[src/rtl/instr_encode.sv]
// instr_encode
//   Packs RV32I fields plus a 32-bit immediate into one instruction word per
//   input handshake. Each emitted word carries a sequential byte address.
//   Immediates that are out of range or misaligned are rejected and raise a
//   sticky error. A request with an illegal format is rejected the same way.
//
// Parameters
//   ADDR_W  width of out_addr
//   BASE    byte address of the first word after reset/start
//   DEPTH   maximum number of words per program
//
// Ports
//   clk, reset          clock, synchronous active-high reset
//   start               restart the program: address, count and error are cleared
//   in_valid/in_ready   request handshake
//   in_immsrc           000 I, 001 S, 010 B, 011 J, 100 U, 101 R, 11x illegal
//   in_opcode, in_rd, in_rs1, in_rs2, in_funct3, in_funct7, in_imm  request fields
//   out_valid/out_ready output handshake
//   out_instr, out_addr encoded word and its byte address
//   word_count          words emitted since reset/start
//   done                DEPTH words emitted
//   err, err_code       sticky error and the code of the first error
//                       (01 range, 10 misaligned, 11 illegal immsrc)
module instr_encode #(
   parameter int                ADDR_W = 32,
   parameter logic [ADDR_W-1:0] BASE   = '0,
   parameter int                DEPTH  = 64,
   localparam int               CW     = $clog2(DEPTH + 1)
) (
   input  logic              clk,
   input  logic              reset,
   input  logic              start,
   input  logic              in_valid,
   output logic              in_ready,
   input  logic [2:0]        in_immsrc,
   input  logic [6:0]        in_opcode,
   input  logic [4:0]        in_rd,
   input  logic [4:0]        in_rs1,
   input  logic [4:0]        in_rs2,
   input  logic [2:0]        in_funct3,
   input  logic [6:0]        in_funct7,
   input  logic [31:0]       in_imm,
   output logic              out_valid,
   input  logic              out_ready,
   output logic [31:0]       out_instr,
   output logic [ADDR_W-1:0] out_addr,
   output logic [CW-1:0]     word_count,
   output logic              done,
   output logic              err,
   output logic [1:0]        err_code
);

   typedef enum logic {S_RUN, S_FULL} state_t;

   state_t              r_state;
   state_t              w_state_next;
   logic                r_vld_p1;
   logic [31:0]         r_instr_p1;
   logic [ADDR_W-1:0]   r_addr;
   logic [CW-1:0]       r_count;
   logic                r_err;
   logic [1:0]          r_err_code;

   logic                w_in_fire;
   logic                w_out_fire;
   logic                w_last_pending;
   logic [1:0]          w_code;
   logic [31:0]         w_instr;

   // Immediate legality: range is tested before alignment; 00 means accept.
   function automatic logic [1:0] imm_check(input logic [2:0] src,
                                            input logic signed [31:0] imm);
      logic [1:0] code;
      code = 2'b00;
      case (src)
         3'b000, 3'b001: begin
            if (imm < -32'sd2048 || imm > 32'sd2047) code = 2'b01;
         end
         3'b010: begin
            if (imm < -32'sd4096 || imm > 32'sd4094) code = 2'b01;
            else if (imm[0])                         code = 2'b10;
         end
         3'b011: begin
            if (imm < -32'sd1048576 || imm > 32'sd1048574) code = 2'b01;
            else if (imm[0])                               code = 2'b10;
         end
         3'b100: begin
            if (imm[11:0] != 12'd0) code = 2'b10;
         end
         3'b101:  code = 2'b00;
         default: code = 2'b11;
      endcase
      return code;
   endfunction

   function automatic logic [31:0] encode(input logic [2:0]  src,
                                          input logic [6:0]  op,
                                          input logic [4:0]  rd,
                                          input logic [4:0]  rs1,
                                          input logic [4:0]  rs2,
                                          input logic [2:0]  f3,
                                          input logic [6:0]  f7,
                                          input logic [31:0] imm);
      logic [31:0] w;
      case (src)
         3'b000:  w = {imm[11:0], rs1, f3, rd, op};
         3'b001:  w = {imm[11:5], rs2, rs1, f3, imm[4:0], op};
         3'b010:  w = {imm[12], imm[10:5], rs2, rs1, f3, imm[4:1], imm[11], op};
         3'b011:  w = {imm[20], imm[10:1], imm[11], imm[19:12], rd, op};
         3'b100:  w = {imm[31:12], rd, op};
         3'b101:  w = {f7, rs2, rs1, f3, rd, op};
         default: w = '0;
      endcase
      return w;
   endfunction

   assign w_code  = imm_check(in_immsrc, in_imm);
   assign w_instr = encode(in_immsrc, in_opcode, in_rd, in_rs1, in_rs2,
                           in_funct3, in_funct7, in_imm);

   // The DEPTH-th word is already sitting in the output register: take nothing
   // more, so no request is ever accepted beyond the program length.
   assign w_last_pending = r_vld_p1 && (r_count == CW'(DEPTH - 1));

   // start/reset win over a same-cycle request, so the request is not consumed.
   assign in_ready   = (r_state == S_RUN) && !start && !reset &&
                       (!r_vld_p1 || out_ready) && !w_last_pending;
   assign w_in_fire  = in_valid && in_ready;
   assign w_out_fire = r_vld_p1 && out_ready;

   always_comb begin
      w_state_next = r_state;
      if (r_state == S_RUN && w_out_fire && r_count == CW'(DEPTH - 1))
         w_state_next = S_FULL;
   end

   always_ff @(posedge clk) begin
      if (reset || start) r_state <= S_RUN;
      else                r_state <= w_state_next;
   end

   // ---- stage p1: encoded word register, address and count bookkeeping ----
   always_ff @(posedge clk) begin
      if (reset || start) begin
         r_vld_p1   <= 1'b0;
         r_instr_p1 <= '0;
         r_addr     <= BASE;
         r_count    <= '0;
         r_err      <= 1'b0;
         r_err_code <= 2'b00;
      end else begin
         // r_addr always labels the presented (or next) word, so it advances
         // only when a word leaves.
         if (w_out_fire) begin
            r_addr  <= r_addr + ADDR_W'(4);
            r_count <= r_count + CW'(1);
         end
         if (w_in_fire && w_code == 2'b00) begin
            r_vld_p1   <= 1'b1;
            r_instr_p1 <= w_instr;
         end else if (w_out_fire) begin
            r_vld_p1 <= 1'b0;
         end
         if (w_in_fire && w_code != 2'b00) begin
            r_err <= 1'b1;
            if (r_err_code == 2'b00) r_err_code <= w_code;
         end
      end
   end

   assign out_valid  = r_vld_p1;
   assign out_instr  = r_instr_p1;
   assign out_addr   = r_addr;
   assign word_count = r_count;
   assign done       = (r_state == S_FULL);
   assign err        = r_err;
   assign err_code   = r_err_code;

endmodule

[config.mk]
export PLATFORM = sky130hd
export DESIGN_NAME = instr_encode
export DESIGN_NICKNAME = d
export VERILOG_FILES = /design/src/rtl/instr_encode.sv
export SDC_FILE = /design/constraint.sdc
export NUM_CORES = 1
export LEC_CHECK = 0
export BUFFER_PORTS_ARGS = -buffer_cell sky130_fd_sc_hd__buf_2
export CORE_ASPECT_RATIO = 0.9
export CORE_MARGIN = 2
export CORE_UTILIZATION = 25
export DETAILED_ROUTE_END_ITERATION = 6
export HOLD_SLACK_MARGIN = 0.08
export PLACE_DENSITY_LB_ADDON = 0.1
export SYNTH_ARGS = -nofsm -noshare
export SYNTH_HDL_FRONTEND = slang
export SYNTH_SLANG_ARGS = --single-unit
[constraint.sdc]
create_clock -name clk -period 2.5 [get_ports clk]
set_clock_uncertainty 0.15 [all_clocks]
set_input_delay 0 -clock clk [delete_from_list [all_inputs] [get_ports clk]]
set_output_delay 0 -clock clk [all_outputs]
set_load 0.01 [all_outputs]
==> results of run 1 <==
[worst max path at each step]
| stage | from | endpoint | slack [ns] |
|---|---|---|---|
| floorplan | word_count[0] | out_instr[21] | 0.15 |
| global placement | word_count[0] | out_instr[24] | 0.19 |
| detailed placement | word_count[0] | out_instr[17] | 0.17 |
| CTS | in_immsrc[1] | out_instr[25] | 0.02 |
| global route | in_immsrc[1] | out_instr[25] | 0.002 |
| finish | in_immsrc[1] | out_instr[25] | 0.05 |
[state kept, by name (all words and copies together), names as in the netlist]
signal	flops
done	1
out_instr	32
err	1
err_code	2
word_count	7
out_valid	1
out_addr	30
[per-stage QoR]
stage	utilization [%]	hold slack [ns]	setup slack, ns
after global routing	36.2	0.103	0.00192
after floorplan	-	-0.00788	0.154
after detailed placement	31.3	0.110	0.165
final	36.2	0.0762	0.0539
after CTS	36.1	0.0811	0.0237
after global placement	31.3	0.0995	0.186
[power groups by stage]
| stage | Combinational (µW) | Clock (µW) | Sequential [µW] |
|---|---|---|---|
| 2_1_floorplan | 170 | 0 | 1210 |
| 3_3_place_gp | 310 | 0 | 1210 |
| 3_5_place_dp | 314 | 0 | 1210 |
| 4_1_cts | 378 | 1480 | 1180 |
| 5_1_grt | 415 | 1530 | 1180 |
| 6_report | 381 | 1420 | 1180 |
[area by class of cell]
type / count / area (µm²) / share of cell area [%]
Clock inverter: 4 / 73.8 / 1.26
Inverter: 5 / 18.8 / 0.320
Clock buffer: 12 / 246 / 4.20
Multi-Input combinational cell: 390 / 2470 / 42.1
Sequential cell: 74 / 1480 / 25.2
Tap cell: 207 / 259 / 4.41
Timing Repair Buffer: 205 / 1320 / 22.5
[layer usage]
layer  part of all wire (%)  global-route usage, %  vias to the layer above
li1                       -                      -                     2153
met1                     46                   18.4                     2058
met2                     48                   27.5                      124
met3                    4.7                   4.42                       17
met4                    2.0                   5.29                        0
met5                      0                      0                        -
[worst max-delay path: cells and delay by family]
kind / cells / cell delay (ns)
multiplexers: 1 / 0.12
AND/OR/NAND/NOR: 2 / 0.17
AO/OA/AOI/OAI: 1 / 0.16
buffers and inverters: 6 / 2.11
[timing repair]
| action | CTS | global route |
|---|---|---|
| resized for setup | 0 | 3 |
| setup endpoints to repair | 0 | 2 |
| buffers inserted | 0 | 0 |
| endpoints found under the hold margin | 32 | 0 |
| hold buffers | 46 | 0 |
[cell families (layout without fill, tap and decap cells)]
group | Yosys count | count (layout) | share of synthesized area, %
compound gates | 79 | 79 | 13.0
buf+inv | 35 | 226 | 5.64
fa+ha+maj | 2 | 2 | 0.599
flops | 74 | 74 | 35.5
xor+xnor | 31 | 31 | 6.50
other cells | 1 | 2 | 0.0898
mux | 47 | 47 | 11.3
simple gates | 229 | 229 | 27.4
[layout by cell type (no fill, tap or decap), types with 6 or more instances in the layout]
master / Yosys / final
dfxtp_1: 74 / 74
o21ai_0: 12 / 12
or3_1: 11 / 11
buf_2: 3 / 146
buf_4: 3 / 9
o2bb2ai_1: 6 / 6
mux2i_1: 47 / 47
xor2_1: 20 / 20
a21oi_1: 22 / 22
a221oi_1: 17 / 17
nand3_1: 19 / 19
nand2_1: 92 / 91
clkbuf_16: 0 / 9
nor2b_1: 7 / 7
nor2_1: 48 / 47
nand4_1: 16 / 16
nor4_1: 6 / 6
xnor2_1: 11 / 11
dlygate4sd3_1: 4 / 46
==> results.cfg, run 1 <==
[outcome]
status = completed

[sta]
hold_viol = 0
finalSetupViolCount = 0
max_slew_margin_pct = 55.4
max_slew.worst_pin.slew_ns = 0.668
max_clock_freq_ghz = 0.409
post-route-period-util_pct = 97.8
drv_slew = 0
tns_ns = 0
min_period_ns = 2.45
rsz0062_at_grt = false

[worst_setup_path]
path_max_fanout = 10
ff2ff_path_depth = 7
critPathArrivalTime_ns = 2.57
regToRegSetupSlack_ns = 0.18
cp_slowest_cell = dlygate4sd3_1
criticalPathCategory = in2reg
cp_slowest_stage_delay_ns = 0.59
setup.worst_path.end_class = flip-flop
required_ns = 2.62
cp_common_cell = dlygate4sd3_1
rr_startpoint = word_count[0]
r2r_end = err_code[0]
start_kind = input port
path_cells = dlygate4sd3_1 > buf_2 > inv_1 > buf_6 > nand2_2 > o2bb2ai_1 > dlygate4sd3_1 > nand2_1 > dlygate4sd3_1 > mux2i_1

[clock_network]
cts_root_buffer = clkbuf_16
clk_latency_ns = 0.34
cts.clk_slew.worst_paths_ns = 0.06
clock_path_buffers = 2
clock_sinks = 74
cts_tree = yes
numCtsBuffers = 9
cts_max_level = 3

[layout]
areaGrowthSynthToFinish_pct = 40.7
layout.nets = 759
diodes = 0
final_cells = 897
nFillCells = 1720
drive_gt1_share_pct = 27.4
design_area_mm2 = 0.00587

[worst_hold_path]
hold_start = in_funct7[6]
min_to = out_instr[31]
hold-path-cell-count = 5
holdCritPathClass = in2reg

[yosys]
synth-async-reset-ratio_pct = 0
yosys.cell_count.top_type = nand2_1
yosys.area.top_type = dfxtp_1
yosysTopAreaCellShare_pct = 35.5
synth_ff_type = dfxtp_1
synth-edff-count = 0
synth_cells = 498
synth-seq-cells = 74
seq_area_frac_synth_pct = 35.5
synth_area_per_cell_um2 = 8.38
yosysWarnings = 0
synth.area.top_cells = dfxtp_1 (35%), mux2i_1 (11%), nand2_1 (8.3%)
syn_area_mm2 = 0.00417
synthTopCellsByCount = nand2_1 (92), dfxtp_1 (74), nor2_1 (48), mux2i_1 (47), a21oi_1 (22)
synth.distinct_cells = 55

[power]
swShare_pct = 24.1
power.switching_uw = 719
vdd_drop_max_v = 0.000316
power_density_mw_per_mm2 = 508
seqPwrFrac_pct = 39.7
p_int_uw = 2260
finalPower_uw = 2980
pwr-share-comb_pct = 12.8
clock_power_share_pct = 47.5
p_leak_uw = 0.00235

[floorplanning]
initial_utilization_pct = 25.7
die_h_um = 127
fp.coreArea_mm2 = 0.0162
dieWidth_um = 140
rows = 44
ios = 149
dieArea_mm2 = 0.0177

[run]
drv_cap = 0

[global_route]
antenna_found_initial = 0
track_usage_pct = 15.7
grt_max_degree = 47
grt_pass1_vias = 4360
grt_pass1_wl_um = 22000
gr-total-overflow = 0

[placed_design]
dp_hpwl_um = 10100
finalWeightedCongestion = 0.803
place_inst = 835
dpl_cell_area_mm2 = 0.00508
io_buffers = 146

[route]
avgRoutedWirePerCell_um = 15.5
routed_wl_um = 13900
drc_errors = 0
drt_first_pass_iters = 4
ant_nets = 0
num_vias = 4352
drtIter0Drc = 174
via_per_inst = 4.85
Power figures use the tool's default switching activity.
==> run 2: changes to the inputs <==
Settings changed: ABC_AREA set to 1.
==> results.cfg, run 2 <==
[outcome]
status = completed

[clock_network]
cts_tree = yes
numCtsBuffers = 9
clock_path_buffers = 2
clock_sinks = 74
cts.clk_slew.worst_paths_ns = 0.06
clk_latency_ns = 0.34
cts_root_buffer = clkbuf_16
cts_max_level = 3

[layout]
drive_gt1_share_pct = 21.0
layout_common_cells = nand2_1 (176), buf_2 (146), nor2_1 (141), inv_1 (97), dfxtp_1 (74)
nFillCells = 1763
regArea_mm2 = 0.00148
diodes = 0
final_common_cell = nand2_1
areaGrowthSynthToFinish_pct = 45.3
design_area_mm2 = 0.00601
largest_reg_flops = 32
final_cells = 1096
multi_input_area_mm2 = 0.00219
layout.nets = 958

[route]
num_vias = 4885
avgRoutedWirePerCell_um = 12.9
routed_wl_um = 14200
via_per_inst = 4.46
drtIter0Drc = 218
drt_first_pass_iters = 5
ant_nets = 0
drc_errors = 0

[worst_setup_path]
path_cells = dlygate4sd3_1 > buf_2 > inv_2 > nand2_1 > nor2_1 > nand2_1 > nor2_1 > nand2_1 > nand4_1 > nand2_1 > nor2_4 > nand3_4 > a21oi_1 > dlygate4sd3_1 > nor2_1
setup.worst_path.end_class = flip-flop
start_kind = input port
ff2ff_path_depth = 11
path_max_fanout = 4
cp_slowest_stage_delay_ns = 0.56
timing.critical_path.buf_inv = 4
critPathArrivalTime_ns = 2.39
criticalPathCategory = in2reg
cp_common_cell = nand2_1
regToRegSetupSlack_ns = 0.23
required_ns = 2.57
cp_top_family = buffers and inverters
cp_slowest_cell = dlygate4sd3_1
rr_startpoint = word_count[1]
r2r_end = err

[run]
drv_cap = 0

[power]
p_leak_uw = 0.00271
p_int_uw = 2130
finalPower_uw = 2860
swShare_pct = 25.5
power.switching_uw = 731
clock_power_share_pct = 44.0
seqPwrFrac_pct = 41.6
vdd_drop_max_v = 0.000335
power_density_mw_per_mm2 = 476
pwr-share-comb_pct = 14.4

[yosys]
yosysWarnings = 0
synth_ff_type = dfxtp_1
synth-edff-count = 0
synth_area_per_cell_um2 = 6.12
yosysTopAreaCellShare_pct = 35.8
yosys.area.top_type = dfxtp_1
synth_cells = 676
synth-seq-cells = 74
synth.distinct_cells = 29
synth.area.top_cells = dfxtp_1 (36%), nand2_1 (16%), nor2_1 (13%)
synth-async-reset-ratio_pct = 0
syn_area_mm2 = 0.00413
synthTopCellsByCount = nand2_1 (176), nor2_1 (146), inv_1 (98), dfxtp_1 (74), a21oi_1 (30)
yosys.cell_count.top_type = nand2_1
seq_area_frac_synth_pct = 35.8

[sta]
finalSetupViolCount = 0
min_period_ns = 2.31
max_slew.worst_pin.slew_ns = 0.640
post-route-period-util_pct = 92.6
rsz0062_at_grt = false
hold_viol = 0
max_slew_margin_pct = 56.9
max_clock_freq_ghz = 0.432
tns_ns = 0
drv_slew = 0

[floorplanning]
dieWidth_um = 140
fp.coreArea_mm2 = 0.0162
rows = 44
dieArea_mm2 = 0.0176
die_h_um = 126
ios = 149
initial_utilization_pct = 25.5

[worst_hold_path]
hold_start = reset
hold-path-cell-count = 5
holdCritPathClass = in2reg
min_to = err_code[1]

[placed_design]
finalWeightedCongestion = 0.863
dpl_cell_area_mm2 = 0.00510
place_inst = 1021
io_buffers = 146
dp_hpwl_um = 10800

[global_route]
track_usage_pct = 16.2
grt_max_degree = 53
use_met3_pct = 4.37
grt.met1_usage_pct = 20.8
gr-total-overflow = 0
grt_busiest_layer = met2
antenna_found_initial = 0
grt_pass1_wl_um = 23100
use_met2_pct = 26.6
grt_pass1_vias = 4658
run 2: cell count changes in the layout (fill, tap and decap cells not counted), sizes merged, moves of 8 or more:
cell         change
or3             -11
a221oi          -10
o22ai           +15
xor2            -13
nor2           +100
xnor2            -9
inv             +97
dlygate4sd3     +12
a21oi            +8
mux2i           -47
nor3            +12
nand2           +83
o21ai           +13
run 2: how the worst max path moves through the flow:
stage / startpoint / to / cells past startpoint
floorplan: out_addr[2] / out_addr[30] / 12
global placement: out_addr[2] / out_addr[28] / 10
detailed placement: out_addr[2] / out_addr[30] / 12
CTS: word_count[1] / err / 11
global route: out_addr[2] / out_addr[30] / 12
finish: in_imm[0] / err / 15
run 2: worst reg2reg max path, delay by kind of cell (launching register included):
family          cells  cell delay, ns
buf+inv             3            0.73
fa+ha+maj           1            0.19
compound gates      2            0.26
simple gates        5            0.44
flops               1            0.38
run 2: cell type report:
cell class	instances	area share, %
multi-input cells	482	36.5
flip-flops and latches	74	24.7
repair buffers	214	23.3
inverters	103	6.44
clock buffers	12	4.44
well taps	207	4.31
clock inverters	4	0.417
run 2: cell families (layout without fill, tap and decap cells):
family / Yosys count / in the layout / share of synthesized area [%]
flip-flops: 74 / 74 / 35.8
AND/OR/NAND/NOR: 387 / 387 / 38.1
AO/OA/AOI/OAI: 82 / 82 / 11.1
buffers and inverters: 121 / 333 / 12.3
other: 1 / 2 / 0.0907
adder cells (fa/ha/maj): 2 / 2 / 0.605
XOR/XNOR: 9 / 9 / 1.91
run 2: per-layer routing:
layer  vias up  part of all wire, %
met5         -                    0
met4         0                  1.7
met3        18                  5.7
met2       151                   45
met1      2172                   48
li1       2544                    -
run 2: timing repair:
item / 4_1_cts / 5_1_grt
endpoints found under the hold margin: 41 / 0
setup endpoints to repair: 0 / 6
resized for setup: 0 / 9
buffers inserted: 0 / 1
hold buffers: 58 / 0
run 2: power groups by stage:
stage	Sequential (µW)	Clock [µW]	Combinational, µW
floorplan	1220	0	173
global placement	1220	0	317
detailed placement	1220	0	319
CTS	1190	1320	408
global route	1190	1360	458
finish	1190	1260	413
run 2: metrics by stage:
stage          hold slack (ns)  utilization (%)  setup WS (ns)
6_report                0.0921             37.1          0.186
3_5_place_dp             0.169             31.5          0.173
4_1_cts                 0.0814             36.9          0.129
3_3_place_gp             0.160             31.5          0.245
2_1_floorplan           0.0577                -          0.482
5_1_grt                  0.112             37.1        0.00644
